`src/rtl/uart_fifo_pkg.sv`:
```
// rtl/uart_fifo_pkg.sv - register offsets and bit positions for the UART FIFO MMIO block
package uart_fifo_pkg;

    typedef enum logic [1:0] {
        REG_TXDATA = 2'd0,
        REG_STATUS = 2'd1,
        REG_RXDATA = 2'd2,
        REG_CTRL   = 2'd3
    } reg_sel_e;

    localparam int ST_TX_BUSY  = 0;
    localparam int ST_TX_EMPTY = 1;
    localparam int ST_TX_FULL  = 2;
    localparam int ST_RX_NEMPT = 3;
    localparam int ST_RX_FULL  = 4;
    localparam int ST_OVERRUN  = 5;
    localparam int ST_IRQ      = 6;
    localparam int ST_TX_CNT_LSB = 8;
    localparam int ST_RX_CNT_LSB = 16;

    localparam int CTRL_TX_FLUSH = 8;
    localparam int CTRL_RX_FLUSH = 9;
    localparam int CTRL_OVR_CLR  = 10;

    localparam int RXDATA_EMPTY_BIT = 31;

endpackage

```
`src/rtl/uart_fifo_mmio_if.sv`:
```
// rtl/uart_fifo_mmio_if.sv - CPU peripheral bus bundle for the UART FIFO MMIO block
interface uart_fifo_mmio_if;
    logic        bus_valid;
    logic        bus_write;
    logic [31:0] bus_addr;
    logic [31:0] bus_wdata;
    logic        bus_ready;
    logic [31:0] mmio_rdata;

    modport master (
        output bus_valid, bus_write, bus_addr, bus_wdata,
        input  bus_ready, mmio_rdata
    );

    modport slave (
        input  bus_valid, bus_write, bus_addr, bus_wdata,
        output bus_ready, mmio_rdata
    );
endinterface

```
`src/rtl/sync_fifo.sv`:
```
// rtl/sync_fifo.sv - first-word fall-through FIFO with flush; a push while full is taken only alongside a pop
module sync_fifo #(
    parameter int DEPTH = 16,
    parameter int WIDTH = 8
) (
    input  logic                     clk,
    input  logic                     rst,
    input  logic                     push,
    input  logic                     pop,
    input  logic                     flush,
    input  logic [WIDTH-1:0]         wdata,
    output logic [WIDTH-1:0]         head,
    output logic [$clog2(DEPTH):0]   count,
    output logic                     full,
    output logic                     empty
);
    localparam int AW = $clog2(DEPTH);

    logic [WIDTH-1:0] mem [DEPTH];
    logic [AW-1:0]    wr_ptr;
    logic [AW-1:0]    rd_ptr;
    logic             do_push;
    logic             do_pop;

    assign empty   = (count == '0);
    assign full    = (count == (AW+1)'(DEPTH));
    assign do_pop  = pop && !empty;
    assign do_push = push && (!full || do_pop);
    assign head    = mem[rd_ptr];

    always_ff @(posedge clk) begin
        if (rst || flush) begin
            wr_ptr <= '0;
            rd_ptr <= '0;
            count  <= '0;
        end else begin
            if (do_push) wr_ptr <= wr_ptr + AW'(1);
            if (do_pop)  rd_ptr <= rd_ptr + AW'(1);
            case ({do_push, do_pop})
                2'b10:   count <= count + (AW+1)'(1);
                2'b01:   count <= count - (AW+1)'(1);
                default: count <= count;
            endcase
        end
    end

    // Storage carries no reset; stale entries are unreachable once pointers clear.
    always_ff @(posedge clk) begin
        if (do_push) mem[wr_ptr] <= wdata;
    end

endmodule

```
`src/rtl/uart_fifo_mmio.sv`:
```
// rtl/uart_fifo_mmio.sv - MMIO UART TX/RX buffer with overrun, flush and CTRL/STATUS registers
// Optional level interrupt (enables, STATUS bit6, irq) built only with UART_FIFO_IRQ_EN defined.
module uart_fifo_mmio
    import uart_fifo_pkg::*;
#(
    parameter int TX_DEPTH = 16,
    parameter int RX_DEPTH = 16,
    parameter int DATA_W   = 8
) (
    input  logic              clk,
    input  logic              rst,
    uart_fifo_mmio_if.slave   bus,
    output logic              req_valid,
    output logic [DATA_W-1:0] req_data,
    input  logic              req_accept,
    input  logic              tx_busy,
    input  logic              rx_valid,
    input  logic [DATA_W-1:0] rx_data,
    output logic              irq
);
    localparam int TX_AW = $clog2(TX_DEPTH);
    localparam int RX_AW = $clog2(RX_DEPTH);

    reg_sel_e          sel;
    logic              wr_acc, rd_acc, tx_wr, tx_push, ctrl_wr, rx_pop;
    logic              tx_flush, rx_flush, ovr_clr, ovr_set, ovr;
    logic [DATA_W-1:0] tx_head, rx_head;
    logic [TX_AW:0]    tx_count;
    logic [RX_AW:0]    rx_count;
    logic              tx_full, tx_empty, rx_full, rx_empty;
    logic [2:0]        ie;
    logic [31:0]       status;

    wire unused_bus_bits = &{1'b0, bus.bus_addr, bus.bus_wdata};

    assign sel      = reg_sel_e'(bus.bus_addr[3:2]);
    assign wr_acc   = bus.bus_valid && bus.bus_write;
    assign rd_acc   = bus.bus_valid && !bus.bus_write;
    assign tx_wr    = wr_acc && (sel == REG_TXDATA);
    assign bus.bus_ready = !(tx_wr && tx_full);
    assign tx_push  = tx_wr && !tx_full;
    assign ctrl_wr  = wr_acc && (sel == REG_CTRL);
    assign tx_flush = ctrl_wr && bus.bus_wdata[CTRL_TX_FLUSH];
    assign rx_flush = ctrl_wr && bus.bus_wdata[CTRL_RX_FLUSH];
    assign ovr_clr  = ctrl_wr && bus.bus_wdata[CTRL_OVR_CLR];
    assign rx_pop   = rd_acc && (sel == REG_RXDATA) && !rx_empty;
    // A full RX FIFO still takes the character when the CPU pops in the same cycle.
    assign ovr_set  = rx_valid && rx_full && !rx_pop;

    sync_fifo #(.DEPTH(TX_DEPTH), .WIDTH(DATA_W)) u_tx_fifo (
        .clk(clk), .rst(rst), .push(tx_push), .pop(req_accept), .flush(tx_flush),
        .wdata(bus.bus_wdata[DATA_W-1:0]), .head(tx_head), .count(tx_count),
        .full(tx_full), .empty(tx_empty)
    );

    sync_fifo #(.DEPTH(RX_DEPTH), .WIDTH(DATA_W)) u_rx_fifo (
        .clk(clk), .rst(rst), .push(rx_valid), .pop(rx_pop), .flush(rx_flush),
        .wdata(rx_data), .head(rx_head), .count(rx_count),
        .full(rx_full), .empty(rx_empty)
    );

    assign req_valid = !tx_empty;
    assign req_data  = tx_head;

    always_ff @(posedge clk) begin
        if (rst)          ovr <= 1'b0;
        else if (ovr_set) ovr <= 1'b1;
        else if (ovr_clr) ovr <= 1'b0;
    end

`ifdef UART_FIFO_IRQ_EN
    always_ff @(posedge clk) begin
        if (rst) begin
            ie  <= 3'b000;
            irq <= 1'b0;
        end else begin
            if (ctrl_wr) ie <= bus.bus_wdata[2:0];
            irq <= |({ovr, !rx_empty, tx_empty} & ie);
        end
    end
`else
    assign ie  = 3'b000;
    assign irq = 1'b0;
`endif

    always_comb begin
        status = '0;
        status[ST_TX_BUSY]  = tx_busy;
        status[ST_TX_EMPTY] = tx_empty;
        status[ST_TX_FULL]  = tx_full;
        status[ST_RX_NEMPT] = !rx_empty;
        status[ST_RX_FULL]  = rx_full;
        status[ST_OVERRUN]  = ovr;
        status[ST_IRQ]      = irq;
        status[ST_TX_CNT_LSB +: 8] = 8'(tx_count);
        status[ST_RX_CNT_LSB +: 8] = 8'(rx_count);
    end

    always_comb begin
        bus.mmio_rdata = '0;
        case (sel)
            REG_STATUS: bus.mmio_rdata = status;
            REG_RXDATA: begin
                bus.mmio_rdata[7:0]              = rx_empty ? 8'h00 : 8'(rx_head);
                bus.mmio_rdata[RXDATA_EMPTY_BIT] = rx_empty;
            end
            REG_CTRL:   bus.mmio_rdata[2:0] = ie;
            default:    bus.mmio_rdata = '0;
        endcase
    end

endmodule

```
`src/flat_wrapper.sv`:
```
// flat-port wrapper written by rule: the top's interface ports become plain ports
module uart_fifo_mmio_flat import uart_fifo_pkg::*;
#(
    parameter int TX_DEPTH = 16,
    parameter int RX_DEPTH = 16,
    parameter int DATA_W   = 8
)
  (clk, rst, req_valid, req_data, req_accept, tx_busy, rx_valid, rx_data, irq, bus_bus_valid, bus_bus_write, bus_bus_addr, bus_bus_wdata, bus_bus_ready, bus_mmio_rdata);
  uart_fifo_mmio_if bus_i ();
  input  logic clk;
  input  logic rst;
  output logic req_valid;
  output logic [DATA_W-1:0] req_data;
  input  logic req_accept;
  input  logic tx_busy;
  input  logic rx_valid;
  input  logic [DATA_W-1:0] rx_data;
  output logic irq;
  input wire logic [$bits(bus_i.bus_valid)-1:0] bus_bus_valid;
  input wire logic [$bits(bus_i.bus_write)-1:0] bus_bus_write;
  input wire logic [$bits(bus_i.bus_addr)-1:0] bus_bus_addr;
  input wire logic [$bits(bus_i.bus_wdata)-1:0] bus_bus_wdata;
  output wire logic [$bits(bus_i.bus_ready)-1:0] bus_bus_ready;
  output wire logic [$bits(bus_i.mmio_rdata)-1:0] bus_mmio_rdata;
  assign bus_i.bus_valid = bus_bus_valid;
  assign bus_i.bus_write = bus_bus_write;
  assign bus_i.bus_addr = bus_bus_addr;
  assign bus_i.bus_wdata = bus_bus_wdata;
  assign bus_bus_ready = bus_i.bus_ready;
  assign bus_mmio_rdata = bus_i.mmio_rdata;
  uart_fifo_mmio #(.TX_DEPTH(TX_DEPTH), .RX_DEPTH(RX_DEPTH), .DATA_W(DATA_W)) u_core (.clk(clk), .rst(rst), .bus(bus_i), .req_valid(req_valid), .req_data(req_data), .req_accept(req_accept), .tx_busy(tx_busy), .rx_valid(rx_valid), .rx_data(rx_data), .irq(irq));
endmodule
```
`config.mk`:
```
export PLATFORM = sky130hd
export DESIGN_NAME = uart_fifo_mmio_flat
export DESIGN_NICKNAME = d
export VERILOG_FILES = /design/src/rtl/uart_fifo_pkg.sv /design/src/rtl/uart_fifo_mmio_if.sv /design/src/rtl/sync_fifo.sv /design/src/rtl/uart_fifo_mmio.sv /design/src/flat_wrapper.sv
export SDC_FILE = /design/constraint.sdc
export NUM_CORES = 1
export LEC_CHECK = 0
export BUFFER_PORTS_ARGS = -buffer_cell sky130_fd_sc_hd__buf_2
export CORE_UTILIZATION = 45
export DETAILED_ROUTE_END_ITERATION = 12
export GPL_TIMING_DRIVEN = 0
export PLACE_DENSITY = 0.75
export SLEW_MARGIN = 10
export SYNTH_ARGS = -nofsm -noshare
export SYNTH_HDL_FRONTEND = slang
export SYNTH_SLANG_ARGS = --single-unit
```
`constraint.sdc`:
```
create_clock -name clk -period 8.5 [get_ports clk]
set_input_delay 1.7 -clock clk [delete_from_list [all_inputs] [get_ports clk]]
set_output_delay 1.7 -clock clk [all_outputs]
set_load 0.02 [all_outputs]
```
# [Word level (Yosys, flattened, before mapping)]
# Memories as Yosys holds them, arrays and structs flattened. A register that Yosys moved wholly into a read port is not among the register bits.
# Cells that the tools add are included.
[classes] n_addsub=8 eq_ne=9 n_mux=17 n_reduce_logical=34
[ops] op="one-hot mux 5 bit (2 select lines)" n=3
[ops] op="logical AND 1 bit" n=17
[ops] op="adder 4 x 1 -> 4 bit (second input constant)" n=4
[ops] op="two-way mux 4 bit" n=4
[ops] op="two-way mux 13 bit" n=1
[ops] op="adder 5 x 1 -> 5 bit (second input constant)" n=2
[ops] op="== test 5 bit (second input constant)" n=2
[ops] op="logical NOT 5 bit" n=2
[ops] op="subtractor 5 x 1 -> 5 bit (second input constant)" n=2
[ops] op="== test 2 bit (second input constant)" n=4
[ops] op="two-way mux 8 bit" n=1
[ops] op="logical NOT 1 bit" n=7
[ops] op="two-way mux 1 bit" n=7
[ops] op="== test 2 x 1 -> 1 bit (second input constant)" n=3
[ops] op="one-hot mux 3 bit (2 select lines)" n=1
[ops] op="nonzero test 2 bit" n=3
[ops] op="logical OR 1 bit" n=4
[ops] op="logical NOT 2 bit" n=1
[totals] output_inout_bits=43 mem_count=2 wordCells=77 inputBits=79 ramBits=256 regBits=27
[mem_list] memory="u_core.u_rx_fifo.mem" words=16 width=8 rd=1 rd_clocked_by_memory_dff=1 write_ports=1 line="sync_fifo.sv:19" rtl="logic [WIDTH-1:0] mem [DEPTH];"
[mem_list] memory="u_core.u_tx_fifo.mem" words=16 width=8 rd=1 rd_clocked_by_memory_dff=1 write_ports=1 line="sync_fifo.sv:19"

# [Depth between registers and ports, before layout]
# Gate-level depths: netlist of the first run.
[depth] ltp_word=9 depth_mapped=14 ltp_nobuf=13

# [Modules after synthesis]
# From an unflattened synthesis of the first run, not the netlist that was laid out.
[unflattened] hier_cells=730 hier_area_um2=12299.3
[modules_own_cells] mod="sync_fifo (u_core.u_tx_fifo)" cells_per_inst=333 area_each_um2=5919.4 n_inst=1 seq_area_each_um2=4184.0
[modules_own_cells] mod="sync_fifo (u_core.u_rx_fifo)" cells_per_inst=331 area_each_um2=5881.9 n_inst=1 seq_area_each_um2=4184.0
[modules_own_cells] mod="uart_fifo_mmio" cells_per_inst=66 area_each_um2=498.0 n_inst=1 seq_area_each_um2=20.0

# [Least setup slack after synthesis of the first run]
# No wires, ideal clock.
[synth_timing] kind="input port to output port" startpoint="in bus_bus_addr[2]" endpoint="out bus_mmio_rdata[2]" stages=6 path_slack_ps=4017 arrival_ps=2783 n_path_buf=0 required_ps=6800 path_cell_list="inv_1 -> ha_1 -> o211ai_2 -> inv_1 -> nand2_1 -> o221ai_1"
[synth_between] elab_chain_len=2 elab_cells_between_ends=3 classes_between="eq/ne: 2; mux: 1"
[synth_rtl] element="start, declared" line="flat_wrapper.sv:21" rtl="input wire logic [$bits(bus_i.bus_addr)-1:0] bus_bus_addr;"
[synth_rtl] element="== test 2 bit or == test 2 x 1 -> 1 bit (tied branches)" line="uart_fifo_mmio.sv:101" rtl="case (sel)"
[synth_rtl] element="one-hot mux 3 bit (2 select lines) *" line="uart_fifo_mmio.sv:101"
[synth_rtl] element="end, declared" line="flat_wrapper.sv:24" rtl="output wire logic [$bits(bus_i.mmio_rdata)-1:0] bus_mmio_rdata;"
# Mark *: on every way between the ends. The rest lies on a longest branch, timed or not.

# [Final worst setup path of the first run]
[layout_timing] startpoint="in bus_bus_addr[2]" endpoint="out bus_mmio_rdata[1]"
# Same word-level chain as after synthesis.

==> results.md, run 1 <==
* R2r startpoint: u_core.u_tx_fifo.count[1]$_SDFFE_PP0P_
* Slowest Stage Delay on Critical Path at 0.34 ns
* Max-Cap Viols at 0
* HP Start: u_core.ovr$_SDFFE_PP0P_
* Final ANT Viol Nets at 0
* Wire length per cell at 20.8 um
* Initial Utilization at 46.1%
* Cell taking the most area after synthesis: edfxtp_1
* Failing checks: DRC
* Clock Skew at 0.0184 ns
* Post-cts sizing count at 0
* Avg Synthesized Cell Area at 18.1 um2
* Hold Path Class: reg -> reg
* Cts-stage hold buffer count at 0
* Area contributors post-synth: edfxtp_1 64%, mux4_2 8.6%, dfxtp_1 5.8%, mux4_1 5.2%, ha_1 2.3%
* CTS tree: done
* Clk sinks at 291
* Post-Layout Inst Area at 13,800 um2
* Post-placement setup slack at 3.58 ns
* Final Max Tran Viols at 0
* Peak Freq at 204 MHz
* Final Hold Viols at 0
* Rel. slew slack at 28.2%
* DRC Markers at 9
* Via count at 6,154
* Post-synth top cells: 256 x edfxtp_1, 46 x mux4_2, 44 x nor2_1
* Final setup fails at 0
* RR Endpoint: u_core.u_tx_fifo.count[4]$_SDFFE_PP0P_
* Post-DR vias/cell at 5.47
* First-pass GRT wire length at 36,100 um
* Area growth from synthesis to layout at 14.2%
* Vias in the first global route at 6,182
* Seq/Total Area, Yosys at 69.6%
* Layout cell share with drive strength beyond 1 at 24.0%
* Sum Neg Setup Slack at 0 ns
* Cell variety after synth at 51
* Std-Cell Rows at 59
* Post-Syn Instances at 665
* WS Path Type: in -> out
* # IOs at 122
* RSZ-0062 raised after global routing: false
* Setup Fix Bufs, Post-CTS at 0
* Final GP Congestion at 0.768
* Clk slew on worst S/H paths at 0.06 ns
* Post-Route WL at 23,500 um
* DP HPWL at 15,900 um
* Top-count cell post-synth: edfxtp_1
* Req. time, crit path at 6.80 ns
* Tcrit/Tclk final at 57.8%
* CP Capture Type: output pin
* Hold path depth at 2
* P per Cell Area at 233 nW/um2
* Ys async rst share at 0%
* Die H at 166 um
* CP max FO at 6
* CP startpoint kind: primary input
* Post-synth top area share at 63.8%
* GRT Total Usage at 17.4%
* Initial DRC count at 356
* Warnings, synthesis at 0
* Clock Tree Root: clkbuf_16
* Synthesized area at 12,000 um2
* VDD IR-drop max at 0.234 mV
* Hold Path End: u_core.ovr$_SDFFE_PP0P_
* Worst R2R Setup Slack at 5.35 ns
* Setup ws final at 3.59 ns
* Pin count of the biggest net entering global routing at 17
* #FFs+latches synth at 291
* Slowest cell on crit path: ha_1
* Worst Tran Pin Value at 1.07 ns
* Ys flop type: edfxtp_1
* Status: finished with violations
* H-tree Lvls at 1
* Placed Area at 12,900 um2
* Reg2Reg Depth at 13
* Drt pass-1 iters at 9
* WP data arrival at 3.21 ns
* EDFF count, synth at 256
* Nets@finish at 871
* CTS Buf Count at 29
* Initial antenna violation count at 0
* Period minus WS final at 4.91 ns
* Port bufs at 56
* Leakage power total at 4.67 nW
* Die W at 166 um
* GRT overflow at 0
* CORE AREA at 26,100 um2
* Clk_lat worst skew at 0.55 ns
* Clk buf depth at 3
* Ant. Diodes at 0
* Die Area at 27,400 um2
* CP cell instances: buf_2, inv_1, ha_1, o211ai_2, inv_1, nand2_1, o221ai_1, buf_2
where the power goes:
group          switching (mW)  internal, mW  total (mW)
Combinational           0.223         0.195       0.419
Sequential             0.0178          1.58        1.59
Clock                   0.516         0.682        1.20
per-layer routing:
metal,GRT usage [%],part of all wire (%),vias up,wire [um]
met5,0,0,-,0
met4,5.12,2.2,0,524
met3,3.20,6.2,37,1460
met2,28.6,48,222,11300
met1,24.0,43,3086,10200
li1,-,-,2809,-
worst max-delay path, delay by kind of cell:
family | cells | cell delay [ns]
buf+inv | 4 | 0.50
simple gates | 1 | 0.11
fa+ha+maj | 1 | 0.34
compound gates | 2 | 0.55
worst max-delay path by stage:
stage               slack [ns]  cells past startpoint       startpoint                end
floorplan                 4.02                      6  bus_bus_addr[2]  bus_mmio_rdata[2]
global placement          3.61                      8  bus_bus_addr[2]  bus_mmio_rdata[1]
detailed placement        3.58                      8  bus_bus_addr[2]  bus_mmio_rdata[1]
CTS                       3.58                      8  bus_bus_addr[2]  bus_mmio_rdata[1]
global route              3.51                      8  bus_bus_addr[2]  bus_mmio_rdata[0]
finish                    3.59                      8  bus_bus_addr[2]  bus_mmio_rdata[1]
cell type report:
type	instances	area [um2]
clock inverter	13	111
inverter	18	67.6
fill	2060	12400
sequential	291	8390
clock buffer	40	787
buffer	43	280
timing repair buffer	60	325
multi-input combinational	326	3380
tap	335	419
cells by family after synthesis:
logic type / Yosys count / synth area share (%)
adder cells (fa/ha/maj): 23 / 2.45
buffers and inverters: 61 / 2.89
flip-flops: 291 / 69.6
other: 1 / 0.0311
XOR/XNOR: 17 / 1.24
AO/OA/AOI/OAI: 46 / 2.58
multiplexers: 90 / 15.5
AND/OR/NAND/NOR: 136 / 5.66
metrics by stage:
stage	util, %	std cells	hold slack, ns	power, mW
2_1_floorplan	-	678	0.426	1.93
3_3_place_gp	49.0	1069	0.458	2.03
3_5_place_dp	49.2	1073	0.461	2.04
4_1_cts	52.7	1126	0.470	3.23
5_1_grt	52.7	1126	0.490	3.32
6_report	52.7	1126	0.466	3.21
cells in the final DEF, fill, tap and decap left out, types with 13 or more instances in the layout:
cell and instances:
clkbuf_16 29, mux4_1 24, and2_1 26, buf_4 17, conb_1 14, nor2_1 44
edfxtp_1 256, buf_2 63, ha_1 22, mux2i_1 15, mux4_2 46, xor2_1 13
nand2_1 25, inv_1 17, dfxtp_1 35, clkbuf_1 20
flip-flops by register name, summed over array words and instances (netlist names), named ones only:
signal / count
u_core.u_rx_fifo.wr_ptr: 4
u_core.u_tx_fifo.rd_ptr: 4
u_core.u_tx_fifo.wr_ptr: 4
u_core.u_tx_fifo.mem: 128
u_core.ovr: 1
u_core.u_rx_fifo.mem: 128
u_core.u_rx_fifo.count: 5
u_core.u_tx_fifo.count: 5
u_core.u_rx_fifo.rd_ptr: 4
Note: power is estimated with default switching activity, not from simulation.
==> inputs of run 2 (changes only) <==
--- a/config.mk
+++ b/config.mk
@@ -9,7 +9,7 @@
 export CORE_UTILIZATION = 45
 export DETAILED_ROUTE_END_ITERATION = 12
 export GPL_TIMING_DRIVEN = 0
-export PLACE_DENSITY = 0.75
+export PLACE_DENSITY = 0.77
 export SLEW_MARGIN = 10
 export SYNTH_ARGS = -nofsm -noshare
 export SYNTH_HDL_FRONTEND = slang
==> constraint.sdc (replaced) <==
create_clock -name clk -period 4.1 [get_ports clk]
set_input_delay 0.82 -clock clk [delete_from_list [all_inputs] [get_ports clk]]
set_output_delay 0.82 -clock clk [all_outputs]
set_load 0.02 [all_outputs]
==> run 2 against run 1 <==
  * The flow still finishes with violations (DRC)
  * Via count grew 1.1%
  * Sequential power grew 110%
  * Non-clock buffer count is the same
  * Critical path depth shrank 1
  * Clock power grew 110%
  * Global-route usage shrank 0.50 points
  * Die area is the same
  * Clock-buffer cell count shrank 4
  * Final area grew 0.23%
  * Critical path type is now reg -> out
==> results.md, run 2 (same netlist as run 1, synthesis figures left out) <==
* Status: finished with violations
* Failing checks: DRC
* Leakage power total at 4.68 nW
* Final ANT Viol Nets at 0
* Req. time, crit path at 3.28 ns
* Post-DR vias/cell at 5.51
* Clock Skew at 0.0272 ns
* Initial DRC count at 511
* Hold Path Class: in -> reg
* VDD IR-drop max at 0.376 mV
* Vias in the first global route at 6,102
* CP max FO at 10
* Die Area at 27,400 um2
* Nets@finish at 872
* Initial antenna violation count at 2
* Via count at 6,221
* Fill count at 2,084
* Post-Route WL at 23,500 um
* Wire length per cell at 20.8 um
* Rel. slew slack at 28.4%
* Cts-stage hold buffer count at 0
* RSZ-0062 raised after global routing: false
* Final Hold Viols at 0
* CP Capture Type: output pin
* Peak Freq at 286 MHz
* Commonest non-fill, non-tap cell in the layout: edfxtp_1
* Setup Fix Bufs, Post-CTS at 0
* CP startpoint kind: flip-flop
* Area growth from synthesis to layout at 14.5%
* GRT overflow at 0
* DRC Markers at 10
* # IOs at 122
* Die W at 166 um
* FF/Latch Area at 8390 um2
* First-pass GRT wire length at 35,300 um
* Port bufs at 56
* Clk_lat worst skew at 0.55 ns
* Max-Cap Viols at 0
* GRT Total Usage at 16.9%
* Clock Tree Root: clkbuf_16
* Clk buf depth at 3
* Post-cts sizing count at 0
* Final Util at 52.8%
* Final GP Congestion at 0.768
* Pwr Total at 6.73 mW
* H-tree Lvls at 1
* Multi-input gate area at 3380 um2
* Largest regs: u_core.u_rx_fifo.mem: 128 flops, u_core.u_tx_fifo.mem: 128 flops
* Clk sinks at 291
* Tcrit/Tclk final at 85.4%
* DP HPWL at 15,700 um
* Worst hold margin at 0.453 ns
* Std-Cell Rows at 59
* CTS Buf Count at 30
* Commonest non-fill, non-tap cells in the layout: 256 x edfxtp_1, 63 x buf_2, 46 x mux4_2, 44 x nor2_1, 35 x dfxtp_1
* CTS tree: done
* Final setup fails at 0
* Clk slew on worst S/H paths at 0.06 ns
* Final Max Tran Viols at 0
* Ant. Diodes at 0
* Drt pass-1 iters at 11
* Die H at 166 um
* Worst Tran Pin Value at 1.07 ns
* Layout cell share with drive strength beyond 1 at 24.2%
* Sum Neg Setup Slack at 0 ns
* Pin count of the biggest net entering global routing at 17
* Period minus WS final at 3.50 ns
* Initial Utilization at 46.1%
* CORE AREA at 26,100 um2
* WS Path Type: reg -> out
* P per Cell Area at 488 nW/um2
* WP data arrival at 2.68 ns
-- run 2: cell type report --
type                            instances  share of cell area [%]
Sequential cell                       291                    60.8
Multi-Input combinational cell        326                    24.5
Clock buffer                           36                    5.61
Tap cell                              335                    3.04
Timing Repair Buffer                   60                    2.25
Buffer                                 43                    2.03
Clock inverter                         20                    1.24
Inverter                               18                   0.490
-- run 2: final timing paths --
| kind | cells past startpoint | from | slack [ns] | to |
|---|---|---|---|---|
| hold reg to reg | 2 | u_core.ovr$_SDFFE_PP0P_ | 0.47 | u_core.ovr$_SDFFE_PP0P_ |
| hold / removal | 2 | rst | 0.45 | u_core.ovr$_SDFFE_PP0P_ |
| setup reg to reg | 12 | u_core.u_tx_fifo.count[1]$_SDFFE_PP0P_ | 0.99 | u_core.u_tx_fifo.count[4]$_SDFFE_PP0P_ |
| setup / recovery | 7 | flip-flop | 0.60 | bus_mmio_rdata[3] |
-- run 2: report_power, final --
group / total, mW / internal (mW) / switching, mW
clock network: 2.57 / 1.47 / 1.09
logic: 0.863 / 0.403 / 0.460
registers: 3.30 / 3.27 / 0.0368
total: 6.73 / 5.14 / 1.59
-- run 2: routing by layer --
layer	wire, um	track usage (%)
met1	10100	23.0
met2	11400	27.9
met3	1470	2.87
met4	590	5.57
met5	9	0
-- run 2: worst max-delay path, cell delays in order, from the launching register on --
cell and delay (ns):
dfxtp_1 0.39, buf_2 0.36, buf_4 0.29, mux4_2 0.30, nand2b_1 0.17, a22oi_1 0.27, o22ai_1 0.14, buf_2 0.19
-- run 2: through the flow --
| step | setup slack [ns] | std cells | instance area, um2 |
|---|---|---|---|
| floorplan | 0.914 | 678 | 12100 |
| global placement | 0.504 | 1069 | 12800 |
| detailed placement | 0.413 | 1073 | 12800 |
| CTS | 0.538 | 1129 | 13800 |
| global route | 0.425 | 1129 | 13800 |
| finish | 0.599 | 1129 | 13800 |
==> inputs of run 3 (changes only) <==
--- a/config.mk
+++ b/config.mk
@@ -5,11 +5,12 @@
 export SDC_FILE = /design/constraint.sdc
 export NUM_CORES = 1
 export LEC_CHECK = 0
-export BUFFER_PORTS_ARGS = -buffer_cell sky130_fd_sc_hd__buf_2
+export BUFFER_PORTS_ARGS = -buffer_cell sky130_fd_sc_hd__clkbuf_2
 export CORE_UTILIZATION = 45
 export DETAILED_ROUTE_END_ITERATION = 12
 export GPL_TIMING_DRIVEN = 0
 export PLACE_DENSITY = 0.77
+export REMOVE_ABC_BUFFERS = 1
 export SLEW_MARGIN = 10
 export SYNTH_ARGS = -nofsm -noshare
 export SYNTH_HDL_FRONTEND = slang
==> run 3 against run 2 <==
  * The flow still finishes with violations (DRC)
  * Largest cell class unchanged
  * Sequential power up 1%
  * Wire length down 5.8%
  * Setup slack lost 0.28 ns
  * Register-to-register slack better by 0.03 ns
  * Non-clock buffer count fell by 45
==> results.md, run 3 (same netlist as run 1, synthesis figures left out) <==
* P per Cell Area at 487 nW/um2
* GRT overflow at 0
* Post-Route WL at 22,100 um
* Drt pass-1 iters at 9
* Clock Skew at 0.0151 ns
* CP bufs+invs at 1
* WS Path Type: reg -> out
* DP HPWL at 14,400 um
* CP cell instances: mux4_2, mux2_2, nand2_1, o221ai_1, clkbuf_2
* CP startpoint kind: flip-flop
* H-tree Lvls at 1
* CP max FO at 23
* Largest regs: u_core.u_rx_fifo.mem: 128 flops, u_core.u_tx_fifo.mem: 128 flops
* Slowest Stage Delay on Critical Path at 1.08 ns
* CP Capture Type: output pin
* CORE AREA at 26,100 um2
* Worst Tran Pin Value at 1.14 ns
* Worst R2R Setup Slack at 1.02 ns
* GRT Total Usage at 16.2%
* Slowest cell on crit path: dfxtp_1
* Initial DRC count at 548
* Final setup fails at 0
* Pwr Total at 6.56 mW
* Rel. slew slack at 23.8%
* First-pass GRT wire length at 34,300 um
* Tcrit/Tclk final at 92.2%
* Port bufs at 56
* Final Hold Viols at 0
* Clk_lat worst skew at 0.53 ns
* Fill count at 2,071
* Commonest non-fill, non-tap cells in the layout: 256 x edfxtp_1, 56 x clkbuf_2, 46 x mux4_2, 44 x nor2_1, 31 x dfxtp_1
* Dpl cells at 1,028
* Reg2Reg Depth at 10
* Std-Cell Rows at 59
* Final ANT Viol Nets at 0
* Max-Cap Viols at 0
* Post-DR vias/cell at 5.54
* WP data arrival at 2.96 ns
* Period minus WS final at 3.78 ns
* Peak Freq at 265 MHz
* Clock Tree Root: clkbuf_16
* CTS tree: done
* Hold Path Class: reg -> reg
* Wire length per cell at 20.5 um
* Worst hold margin at 0.453 ns
* Initial antenna violation count at 0
* Post-Layout Cell Count at 1,080
* Ant. Diodes at 0
* Clk slew on worst S/H paths at 0.06 ns
* Grt peak-use layer: met2
* Layout cell share with drive strength beyond 1 at 22.0%
* Final Max Tran Viols at 0
* Sum Neg Setup Slack at 0 ns
* Pin count of the biggest net entering global routing at 33
* Top delay family on crit path: flip-flops
* Initial Utilization at 46.1%
* Critical path depth in cells at 5
* Met1 usage at 20.6%
* CTS Buf Count at 28
* VDD IR-drop max at 0.343 mV
* Grt met2 use at 28.3%
* Commonest non-fill, non-tap cell in the layout: edfxtp_1
* Hold path depth at 2
* Vias in the first global route at 6,117
* DRC Markers at 13
* Clk sinks at 291
* Setup Fix Bufs, Post-CTS at 0
* Req. time, crit path at 3.28 ns
* # IOs at 122
* Area growth from synthesis to layout at 11.7%
* Leakage power total at 4.48 nW
* Clk buf depth at 3
* Die W at 166 um
* Die Area at 27,400 um2
* RSZ-0062 raised after global routing: false
* Nets@finish at 825
* Die H at 166 um
* Via count at 5,984
* Failing checks: DRC
* Final GP Congestion at 0.808
* GRT met3 Usage at 2.82%
* Status: finished with violations
run 3: final cells by class:
type / instances / area, um2 / share of cell area [%]
Multi-Input combinational cell: 326 / 3380 / 25.1
Timing Repair Buffer: 58 / 320 / 2.38
Tap cell: 335 / 419 / 3.11
Inverter: 18 / 67.6 / 0.502
Sequential cell: 291 / 8390 / 62.3
Clock inverter: 18 / 135 / 1.00
Clock buffer: 34 / 744 / 5.53
run 3: worst min-delay path, delay by kind of cell (launching register included):
kind,cells,cell delay [ns]
flops,1,0.31
simple gates,1,0.05
compound gates,1,0.05
run 3: worst paths after layout:
check | start | end
worst max-delay path | flip-flop | bus_mmio_rdata[1]
worst min register to register | u_core.ovr$_SDFFE_PP0P_ | u_core.ovr$_SDFFE_PP0P_
worst max register to register | u_core.u_tx_fifo.count[1]$_SDFFE_PP0P_ | u_core.u_tx_fifo.count[4]$_SDFFE_PP0P_
worst min-delay path | u_core.ovr$_SDFFE_PP0P_ | u_core.ovr$_SDFFE_PP0P_
run 3: repair_timing:
action | CTS | global route
hold buffers | 0 | 0
endpoints found under the setup margin | 0 | 1
gates resized for setup | 0 | 1
run 3: layer usage:
layer	vias to the layer above	part of all wire [%]
met5	-	0
met3	44	5.6
met1	3036	41
li1	2710	-
met2	194	51
met4	0	2.6
run 3: through the flow:
stage / area [um2] / util (%) / setup slack (ns)
after floorplan: 11800 / - / 0.891
after global placement: 12500 / 47.9 / 0.236
after detailed placement: 12600 / 48.1 / 0.360
after CTS: 13400 / 51.4 / 0.103
after global routing: 13500 / 51.5 / 0.161
final: 13500 / 51.5 / 0.321
run 3: report_power, final:
part / switching (mW) / leakage (nW) / internal (mW)
logic: 0.394 / 1.45 / 0.356
clock network: 1.05 / 0.438 / 1.41
registers: 0.0721 / 2.59 / 3.27
total: 1.52 / 4.48 / 5.04
